--- config.mk ---
export PLATFORM = sky130hd
export DESIGN_NAME = model_coil_mc_flat
export DESIGN_NICKNAME = d
export VERILOG_FILES = /design/src/rtl/model_coil_mc_pkg.sv /design/src/rtl/model_coil_mc_if.sv /design/src/rtl/model_coil_mc_chan_dp.sv /design/src/rtl/model_coil_mc.sv /design/src/flat_wrapper.sv
export SDC_FILE = /design/constraint.sdc
export NUM_CORES = 1
export LEC_CHECK = 0
export ABC_AREA = 1
export CORE_UTILIZATION = 40
export DETAILED_ROUTE_END_ITERATION = 10
export MAX_ROUTING_LAYER = met4
export SYNTH_ARGS = -nofsm -noshare
export SYNTH_HDL_FRONTEND = slang
export SYNTH_SLANG_ARGS = --single-unit
--- constraint.sdc ---
create_clock -name clk -period 10.08 [get_ports clk]
set_clock_uncertainty 0.05 [all_clocks]
set_input_delay 2.016 -clock clk [delete_from_list [all_inputs] [get_ports clk]]
set_output_delay 2.016 -clock clk [all_outputs]
set_load 0.03 [all_outputs]
--- src/rtl/model_coil_mc_pkg.sv ---
// coil_model_pkg: shared constants, ADC flip mask helper and FSM state type for model_coil_mc.
package coil_model_pkg;
  localparam int FRAC = 30;
  localparam int COEF_DEF = 57358;
  localparam int SCALE_DEF = 42089;
  typedef enum logic [1:0] {IDLE, RUN, DRAIN} state_t;
  function automatic logic [31:0] adc_flip(input int w);
    return (32'd1 << (w - 1)) - 32'd1;
  endfunction
endpackage

--- src/rtl/model_coil_mc_if.sv ---
// model_coil_mc_if: sample/result bundle of model_coil_mc; ipeak exists only with COIL_PEAK_HOLD_EN.
interface model_coil_mc_if #(
  parameter int NCH = 2,
  parameter int ADC_W = 12,
  parameter int COEF_W = 16
);
  logic                    sample_valid;
  logic                    sample_ready;
  logic [NCH*ADC_W-1:0]    vcap;
  logic [NCH*ADC_W-1:0]    vout;
  logic [NCH-1:0]          pwm;
  logic [NCH*COEF_W-1:0]   coef_lf;
  logic [ADC_W-2:0]        oc_thresh;
  logic [NCH-1:0]          clr;
  logic [NCH*ADC_W-1:0]    iest_coil;
  logic                    iest_valid;
  logic [NCH-1:0]          oc_flag;
  logic [7:0]              drop_cnt;
`ifdef COIL_PEAK_HOLD_EN
  logic [NCH*ADC_W-1:0]    ipeak;
  modport master (output sample_valid, vcap, vout, pwm, coef_lf, oc_thresh, clr,
                  input sample_ready, iest_coil, iest_valid, oc_flag, drop_cnt, ipeak);
  modport slave (input sample_valid, vcap, vout, pwm, coef_lf, oc_thresh, clr,
                 output sample_ready, iest_coil, iest_valid, oc_flag, drop_cnt, ipeak);
`else
  modport master (output sample_valid, vcap, vout, pwm, coef_lf, oc_thresh, clr,
                  input sample_ready, iest_coil, iest_valid, oc_flag, drop_cnt);
  modport slave (input sample_valid, vcap, vout, pwm, coef_lf, oc_thresh, clr,
                 output sample_ready, iest_coil, iest_valid, oc_flag, drop_cnt);
`endif
endinterface

--- src/rtl/model_coil_mc_chan_dp.sv ---
// coil_chan_dp: per-channel deltaV x 1/(L*f) step with direction gate, clip at zero and saturation.
module coil_chan_dp
  import coil_model_pkg::*;
#(
  parameter int ADC_W = 12,
  parameter int COEF_W = 16,
  parameter int ACC_W = 37
) (
  input  logic [ADC_W-1:0]  vcap,
  input  logic [ADC_W-1:0]  vout,
  input  logic              pwm,
  input  logic [COEF_W-1:0] coef,
  input  logic [ACC_W-1:0]  acc,
  output logic              upd,
  output logic [ACC_W-1:0]  acc_nxt
);
  localparam int PW = ADC_W + COEF_W + 2;
  localparam logic [ADC_W-1:0] FLIP = ADC_W'(adc_flip(ADC_W));
  logic [ADC_W-1:0] vcap_c, vout_c;
  logic [ADC_W:0]   dv;
  logic [PW-1:0]    prod;
  logic [ACC_W-1:0] di;
  logic [ACC_W:0]   sum;
  always_comb begin
    vcap_c = vcap ^ FLIP;
    vout_c = vout ^ FLIP;
    dv = (pwm ? {vcap_c[ADC_W-1], vcap_c} : '0) - {vout_c[ADC_W-1], vout_c};
    prod = $signed({{(COEF_W+1){dv[ADC_W]}}, dv}) * $signed({{(ADC_W+1){1'b0}}, coef});
    di = {{(ACC_W-PW){prod[PW-1]}}, prod};
    upd = pwm ? !di[ACC_W-1] : di[ACC_W-1];
    // acc is never negative, so only the positive side can overflow
    sum = {acc[ACC_W-1], acc} + {di[ACC_W-1], di};
    acc_nxt = sum[ACC_W] ? '0 : sum[ACC_W-1] ? {1'b0, {(ACC_W-1){1'b1}}} : sum[ACC_W-1:0];
  end
endmodule

--- src/rtl/model_coil_mc.sv ---
// model_coil_mc: multi-channel coil current estimator with one shared time-multiplexed pipeline.
// Optional per-channel peak hold output ipeak is enabled by COIL_PEAK_HOLD_EN.
module model_coil_mc
  import coil_model_pkg::*;
#(
  parameter int NCH = 2,
  parameter int ADC_W = 12,
  parameter int COEF_W = 16,
  parameter int ACC_W = 37,
  parameter int SCALE = SCALE_DEF
) (
  input logic            clk,
  input logic            reset_n,
  model_coil_mc_if.slave bus
);
  localparam int CW = NCH > 1 ? $clog2(NCH) : 1;
  localparam logic [ADC_W-1:0] FLIP = ADC_W'(adc_flip(ADC_W));
  localparam logic signed [17:0] SC = 18'(SCALE);
  state_t               state_q;
  logic [CW-1:0]        ch_q, s3_ch_q;
  logic                 s3_vld_q, iest_valid_q;
  logic [7:0]           drop_q;
  logic [NCH*ADC_W-1:0] vcap_q, vout_q;
  logic [NCH-1:0]       pwm_q, oc_q, oc_d;
  logic [ACC_W-1:0]     acc_q [NCH], acc_d [NCH];
  logic [ADC_W-1:0]     iest_q [NCH], iest_d [NCH];
  logic                 dp_upd;
  logic [ACC_W-1:0]     dp_nxt;
  logic signed [35:0]   s3_prod;
  logic [ADC_W-1:0]     cur;
`ifdef COIL_PEAK_HOLD_EN
  logic [ADC_W-1:0]     pk_q [NCH], pk_d [NCH];
`endif
  always_ff @(posedge clk or negedge reset_n)
    if (!reset_n) begin
      state_q <= IDLE;
      ch_q <= '0;
      s3_ch_q <= '0;
      s3_vld_q <= 1'b0;
      iest_valid_q <= 1'b0;
      drop_q <= '0;
      vcap_q <= '0;
      vout_q <= '0;
      pwm_q <= '0;
    end else begin
      s3_vld_q <= state_q == RUN;
      s3_ch_q <= ch_q;
      iest_valid_q <= 1'b0;
      if (bus.sample_valid && state_q != IDLE && drop_q != 8'hFF) drop_q <= drop_q + 8'd1;
      case (state_q)
        IDLE: if (bus.sample_valid) begin
          state_q <= RUN;
          ch_q <= '0;
          vcap_q <= bus.vcap;
          vout_q <= bus.vout;
          pwm_q <= bus.pwm;
        end
        RUN: begin
          ch_q <= ch_q + CW'(1);
          if (ch_q == CW'(NCH - 1)) state_q <= DRAIN;
        end
        DRAIN: if (iest_valid_q) state_q <= IDLE;
               else if (!s3_vld_q) iest_valid_q <= 1'b1;
        default: state_q <= IDLE;
      endcase
    end
  coil_chan_dp #(.ADC_W(ADC_W), .COEF_W(COEF_W), .ACC_W(ACC_W)) u_dp (
    .vcap    (vcap_q[ch_q*ADC_W +: ADC_W]),
    .vout    (vout_q[ch_q*ADC_W +: ADC_W]),
    .pwm     (pwm_q[ch_q]),
    .coef    (bus.coef_lf[ch_q*COEF_W +: COEF_W]),
    .acc     (acc_q[ch_q]),
    .upd     (dp_upd),
    .acc_nxt (dp_nxt)
  );
  // clr overrides any writeback landing on the same edge
  always_comb begin
    s3_prod = $signed(acc_q[s3_ch_q][ACC_W-1 -: 18]) * SC;
    cur = ADC_W'(s3_prod >>> (36 - ADC_W));
    for (int k = 0; k < NCH; k++) begin
      acc_d[k] = bus.clr[k] ? '0 : state_q == RUN && ch_q == CW'(k) && dp_upd ? dp_nxt : acc_q[k];
      iest_d[k] = bus.clr[k] ? FLIP : s3_vld_q && s3_ch_q == CW'(k) ? cur ^ FLIP : iest_q[k];
      oc_d[k] = !bus.clr[k] && (oc_q[k] || (s3_vld_q && s3_ch_q == CW'(k) &&
                $signed(cur) > $signed({1'b0, bus.oc_thresh})));
`ifdef COIL_PEAK_HOLD_EN
      pk_d[k] = bus.clr[k] ? FLIP : s3_vld_q && s3_ch_q == CW'(k) &&
                $signed(cur) > $signed(pk_q[k] ^ FLIP) ? cur ^ FLIP : pk_q[k];
`endif
    end
  end
  always_ff @(posedge clk or negedge reset_n)
    if (!reset_n) begin
      oc_q <= '0;
      for (int k = 0; k < NCH; k++) begin
        acc_q[k] <= '0;
        iest_q[k] <= FLIP;
`ifdef COIL_PEAK_HOLD_EN
        pk_q[k] <= FLIP;
`endif
      end
    end else begin
      oc_q <= oc_d;
      acc_q <= acc_d;
      iest_q <= iest_d;
`ifdef COIL_PEAK_HOLD_EN
      pk_q <= pk_d;
`endif
    end
  assign bus.sample_ready = state_q == IDLE;
  assign bus.iest_valid = iest_valid_q;
  assign bus.oc_flag = oc_q;
  assign bus.drop_cnt = drop_q;
  for (genvar g = 0; g < NCH; g++) begin : g_out
    assign bus.iest_coil[g*ADC_W +: ADC_W] = iest_q[g];
`ifdef COIL_PEAK_HOLD_EN
    assign bus.ipeak[g*ADC_W +: ADC_W] = pk_q[g];
`endif
  end
endmodule
--- src/flat_wrapper.sv ---
// flat-port wrapper written by rule: the top's interface ports become plain ports
module model_coil_mc_flat import coil_model_pkg::*;
#(
  parameter int NCH = 2,
  parameter int ADC_W = 12,
  parameter int COEF_W = 16,
  parameter int ACC_W = 37,
  parameter int SCALE = SCALE_DEF
)
  (clk, reset_n, bus_sample_valid, bus_vcap, bus_vout, bus_pwm, bus_coef_lf, bus_oc_thresh, bus_clr, bus_sample_ready, bus_iest_coil, bus_iest_valid, bus_oc_flag, bus_drop_cnt);
  model_coil_mc_if #(.NCH(NCH), .ADC_W(ADC_W), .COEF_W(COEF_W)) bus_i ();
  input logic clk;
  input logic reset_n;
  input wire logic [$bits(bus_i.sample_valid)-1:0] bus_sample_valid;
  input wire logic [$bits(bus_i.vcap)-1:0] bus_vcap;
  input wire logic [$bits(bus_i.vout)-1:0] bus_vout;
  input wire logic [$bits(bus_i.pwm)-1:0] bus_pwm;
  input wire logic [$bits(bus_i.coef_lf)-1:0] bus_coef_lf;
  input wire logic [$bits(bus_i.oc_thresh)-1:0] bus_oc_thresh;
  input wire logic [$bits(bus_i.clr)-1:0] bus_clr;
  output wire logic [$bits(bus_i.sample_ready)-1:0] bus_sample_ready;
  output wire logic [$bits(bus_i.iest_coil)-1:0] bus_iest_coil;
  output wire logic [$bits(bus_i.iest_valid)-1:0] bus_iest_valid;
  output wire logic [$bits(bus_i.oc_flag)-1:0] bus_oc_flag;
  output wire logic [$bits(bus_i.drop_cnt)-1:0] bus_drop_cnt;
  assign bus_i.sample_valid = bus_sample_valid;
  assign bus_i.vcap = bus_vcap;
  assign bus_i.vout = bus_vout;
  assign bus_i.pwm = bus_pwm;
  assign bus_i.coef_lf = bus_coef_lf;
  assign bus_i.oc_thresh = bus_oc_thresh;
  assign bus_i.clr = bus_clr;
  assign bus_sample_ready = bus_i.sample_ready;
  assign bus_iest_coil = bus_i.iest_coil;
  assign bus_iest_valid = bus_i.iest_valid;
  assign bus_oc_flag = bus_i.oc_flag;
  assign bus_drop_cnt = bus_i.drop_cnt;
  model_coil_mc #(.NCH(NCH), .ADC_W(ADC_W), .COEF_W(COEF_W), .ACC_W(ACC_W), .SCALE(SCALE)) u_core (.clk(clk), .reset_n(reset_n), .bus(bus_i));
endmodule
==> results.sh <==
export IMPL_wire_per_inst_um=16.3
export IMPL_gp_congestion=0.952
export IMPL_final_common_cell="nand2_1"
export IMPL_regArea_mm2=0.00409
export IMPL_die_y_um=233
export IMPL_htree_levels=4
export IMPL_drv_slew=0
export IMPL_critical_path_top_delay_family="adder cells"
export IMPL_hold_violations=0
export IMPL_status="completed"
export IMPL_syn_area_per_cell_um2=7.97
export IMPL_routed_wl_um=59100
export IMPL_min_path_type="register to register"
export IMPL_chipWidth_um=233
export IMPL_critPathBufInv=10
export IMPL_cp_depth=56
export IMPL_fmax_mhz=101
export IMPL_fin_tns_setup_ns=0
export IMPL_cp_data_required_time_ns=10.41
export IMPL_row_count=84
export IMPL_synth_cell_area_mm2=0.0214
export IMPL_first_pass_iters=5
export IMPL_antenna_found_initial=0
export IMPL_numPortBuffers=133
export IMPL_rr_worst_depth=56
export IMPL_layout_drive_gt1_share_pct=14.3
export IMPL_insertion_delay_ns=0.45
export IMPL_drcViolationCount=0
export IMPL_cp_start_kind="register"
export IMPL_worstMarginPinSlew_ns=1.23
export IMPL_synth_edff_count=0
export IMPL_clk_pin_slew_ns=0.07
export IMPL_start_util_pct=40.6
export IMPL_die_area_mm2=0.0544
export IMPL_clock_root_buffer="clkbuf_16"
export IMPL_ant_nets=0
export IMPL_final_setup_worst_slack_ns=0.188
export IMPL_dpl_hpwl_um=47900
export IMPL_core_mm2=0.0527
export IMPL_netlist_instances=2681
export IMPL_final_min_clock_period_ns=9.89
export IMPL_overflow=0
export IMPL_slew_headroom_pct=17.0
export IMPL_slowest_stage="fa_1"
export IMPL_slowest_delay_ns=0.56
export IMPL_crit_top_cell="nand2_2"
export IMPL_cts_sinks=162
export IMPL_multi_input_area_mm2=0.0155
export IMPL_antenna_cells=0
export IMPL_yosysWarningCount=0
export IMPL_seq_area_frac_synth_pct=19.1
export IMPL_cts_hold_buf=0
export IMPL_syn_to_final_growth_pct=20.4
export IMPL_min_path_cells=2
export IMPL_via_count=18279
export IMPL_grt_use_total_pct=23.1
export IMPL_critPathArrivalTime_ns=10.22
export IMPL_synthArstFlopShare_pct=100
export IMPL_path_max_fanout=6
export IMPL_ys_flop_type="dfrtp_1"
export IMPL_cts_buffers=17
export IMPL_grt_max_degree=86
export IMPL_setup_viol=0
export IMPL_syn_nets=3292
export IMPL_final_nets=3546
export IMPL_rsz0062_at_grt="true"
export IMPL_io_pins=134
export IMPL_end_kind="register"
export IMPL_pre_cts_ws_ns=-0.302
export IMPL_path_class="register to register"
export IMPL_cts_buffer_depth=2
export IMPL_drtIter0Drc=1122
export IMPL_nFillCells=5068
export IMPL_final_cell_mix="nand2_1 (654), inv_1 (486), ha_1 (294), fa_1 (213), buf_4 (153)"
export IMPL_routed_via_density=5.03
export IMPL_grt_pass1_wl_um=96600
export IMPL_final_util_pct=48.9
export IMPL_maxCapViolations=0
export IMPL_cts_tree="done"
export IMPL_finalCritPeriodShare_pct=98.1
export IMPL_grt_pass1_vias=18700
export IMPL_ys_types=47
export IMPL_ys_seq_elements=162
cell type report:
cell class | count | area share, %
inverters | 500 | 7.31
clock inverters | 11 | 0.593
well taps | 688 | 3.34
repair buffers | 305 | 11.1
multi-input cells | 1949 | 60.1
clock buffers | 19 | 1.68
flip-flops and latches | 162 | 15.9
cell usage after synthesis, types with 5 or more instances:
master / n / share of area [%]
buf_1: 6 / 0.11
nor2_1: 127 / 2.2
dfstp_2: 22 / 2.7
clkbuf_1: 51 / 0.90
a21o_1: 11 / 0.39
o21ai_0: 107 / 2.5
nand2_1: 675 / 12
xnor2_1: 27 / 1.1
nand2_2: 18 / 0.53
inv_1: 492 / 8.6
xor2_1: 48 / 2.0
or2_2: 26 / 0.76
clkinv_1: 6 / 0.11
nor4_1: 5 / 0.15
dfrtp_1: 140 / 16
nand2_4: 5 / 0.26
nand4_1: 12 / 0.35
mux2_2: 49 / 2.6
a21oi_1: 138 / 3.2
fa_1: 214 / 20
ha_1: 299 / 18
buf_6: 9 / 0.47
nand3b_1: 5 / 0.18
o21a_1: 5 / 0.18
o21ai_1: 9 / 0.21
nor3_1: 9 / 0.21
nand3_1: 124 / 2.9
path summary, 6_finish.rpt:
check                                             from                            to  slack (ns)
max in group asynchronous                      reset_n       u_core.ch_q$_DFFE_PN0P_        6.77
max                            u_core.ch_q$_DFFE_PN0P_  u_core.acc_q[27]$_DFFE_PN0P_        0.19
min reg2reg                u_core.acc_q[7]$_DFFE_PN0P_   u_core.acc_q[7]$_DFFE_PN0P_        0.43
max reg2reg                    u_core.ch_q$_DFFE_PN0P_  u_core.acc_q[27]$_DFFE_PN0P_        0.19
min in group asynchronous                      reset_n  u_core.acc_q[13]$_DFFE_PN0P_        1.58
min                        u_core.acc_q[7]$_DFFE_PN0P_   u_core.acc_q[7]$_DFFE_PN0P_        0.43
kinds of logic (layout without fill, tap and decap cells):
| group | count (synthesis) | in the layout | share of synthesized area, % |
|---|---|---|---|
| and+or+nand+nor | 1015 | 1016 | 19.8 |
| buffers and inverters | 571 | 835 | 10.4 |
| adders and majority gates | 513 | 513 | 37.5 |
| AOI/OAI and AO/OA | 294 | 294 | 7.42 |
| DFF | 162 | 162 | 19.1 |
| xor gates and xnor gates | 75 | 75 | 3.07 |
| muxes | 51 | 51 | 2.68 |
worst min-delay path: stages (launching register included):
cell     delay [ns]
dfrtp_1        0.34
nand2_1        0.05
nand2_1        0.05
per-stage QoR:
step	std cells	instance area (um2)	hold WS [ns]
final	3634	25700	0.426
after global routing	3634	25700	0.444
after CTS	3612	25100	0.433
after detailed placement	3566	24300	0.415
after global placement	3566	24300	0.412
after floorplan	2681	21400	0.374
flip-flops by register name, indices dropped and copies added (netlist names):
name and count:
u_core.bus.iest_coil 24, u_core.s3_ch_q 1, u_core.bus.drop_cnt 8, u_core.acc_q 72, u_core.state_q 2, u_core.bus.iest_valid 1, u_core.bus.oc_flag 2, u_core.s3_vld_q 1
u_core.vout_q 24, u_core.ch_q 1, u_core.vcap_q 24, u_core.pwm_q 2
metal layers:
metal	vias to the layer above	share of wire, %	track usage [%]	routed length [um]
met4	0	2.0	5.39	1170
met3	62	5.0	3.03	2960
met5	-	0	-	0
met1	8848	45	30.2	26700
li1	8908	-	-	-
met2	461	48	37.9	28300
what timing repair did:
item                                    4_1_cts  5_1_grt
gates resized for setup                      15      103
setup buffers                                14       17
gates cloned                                  2        5
endpoints found under the setup margin       72       72
pin swaps                                    11       65
Power is not shown: default switching activity piles up to over one toggle a cycle in this logic, so the estimate is an artifact.
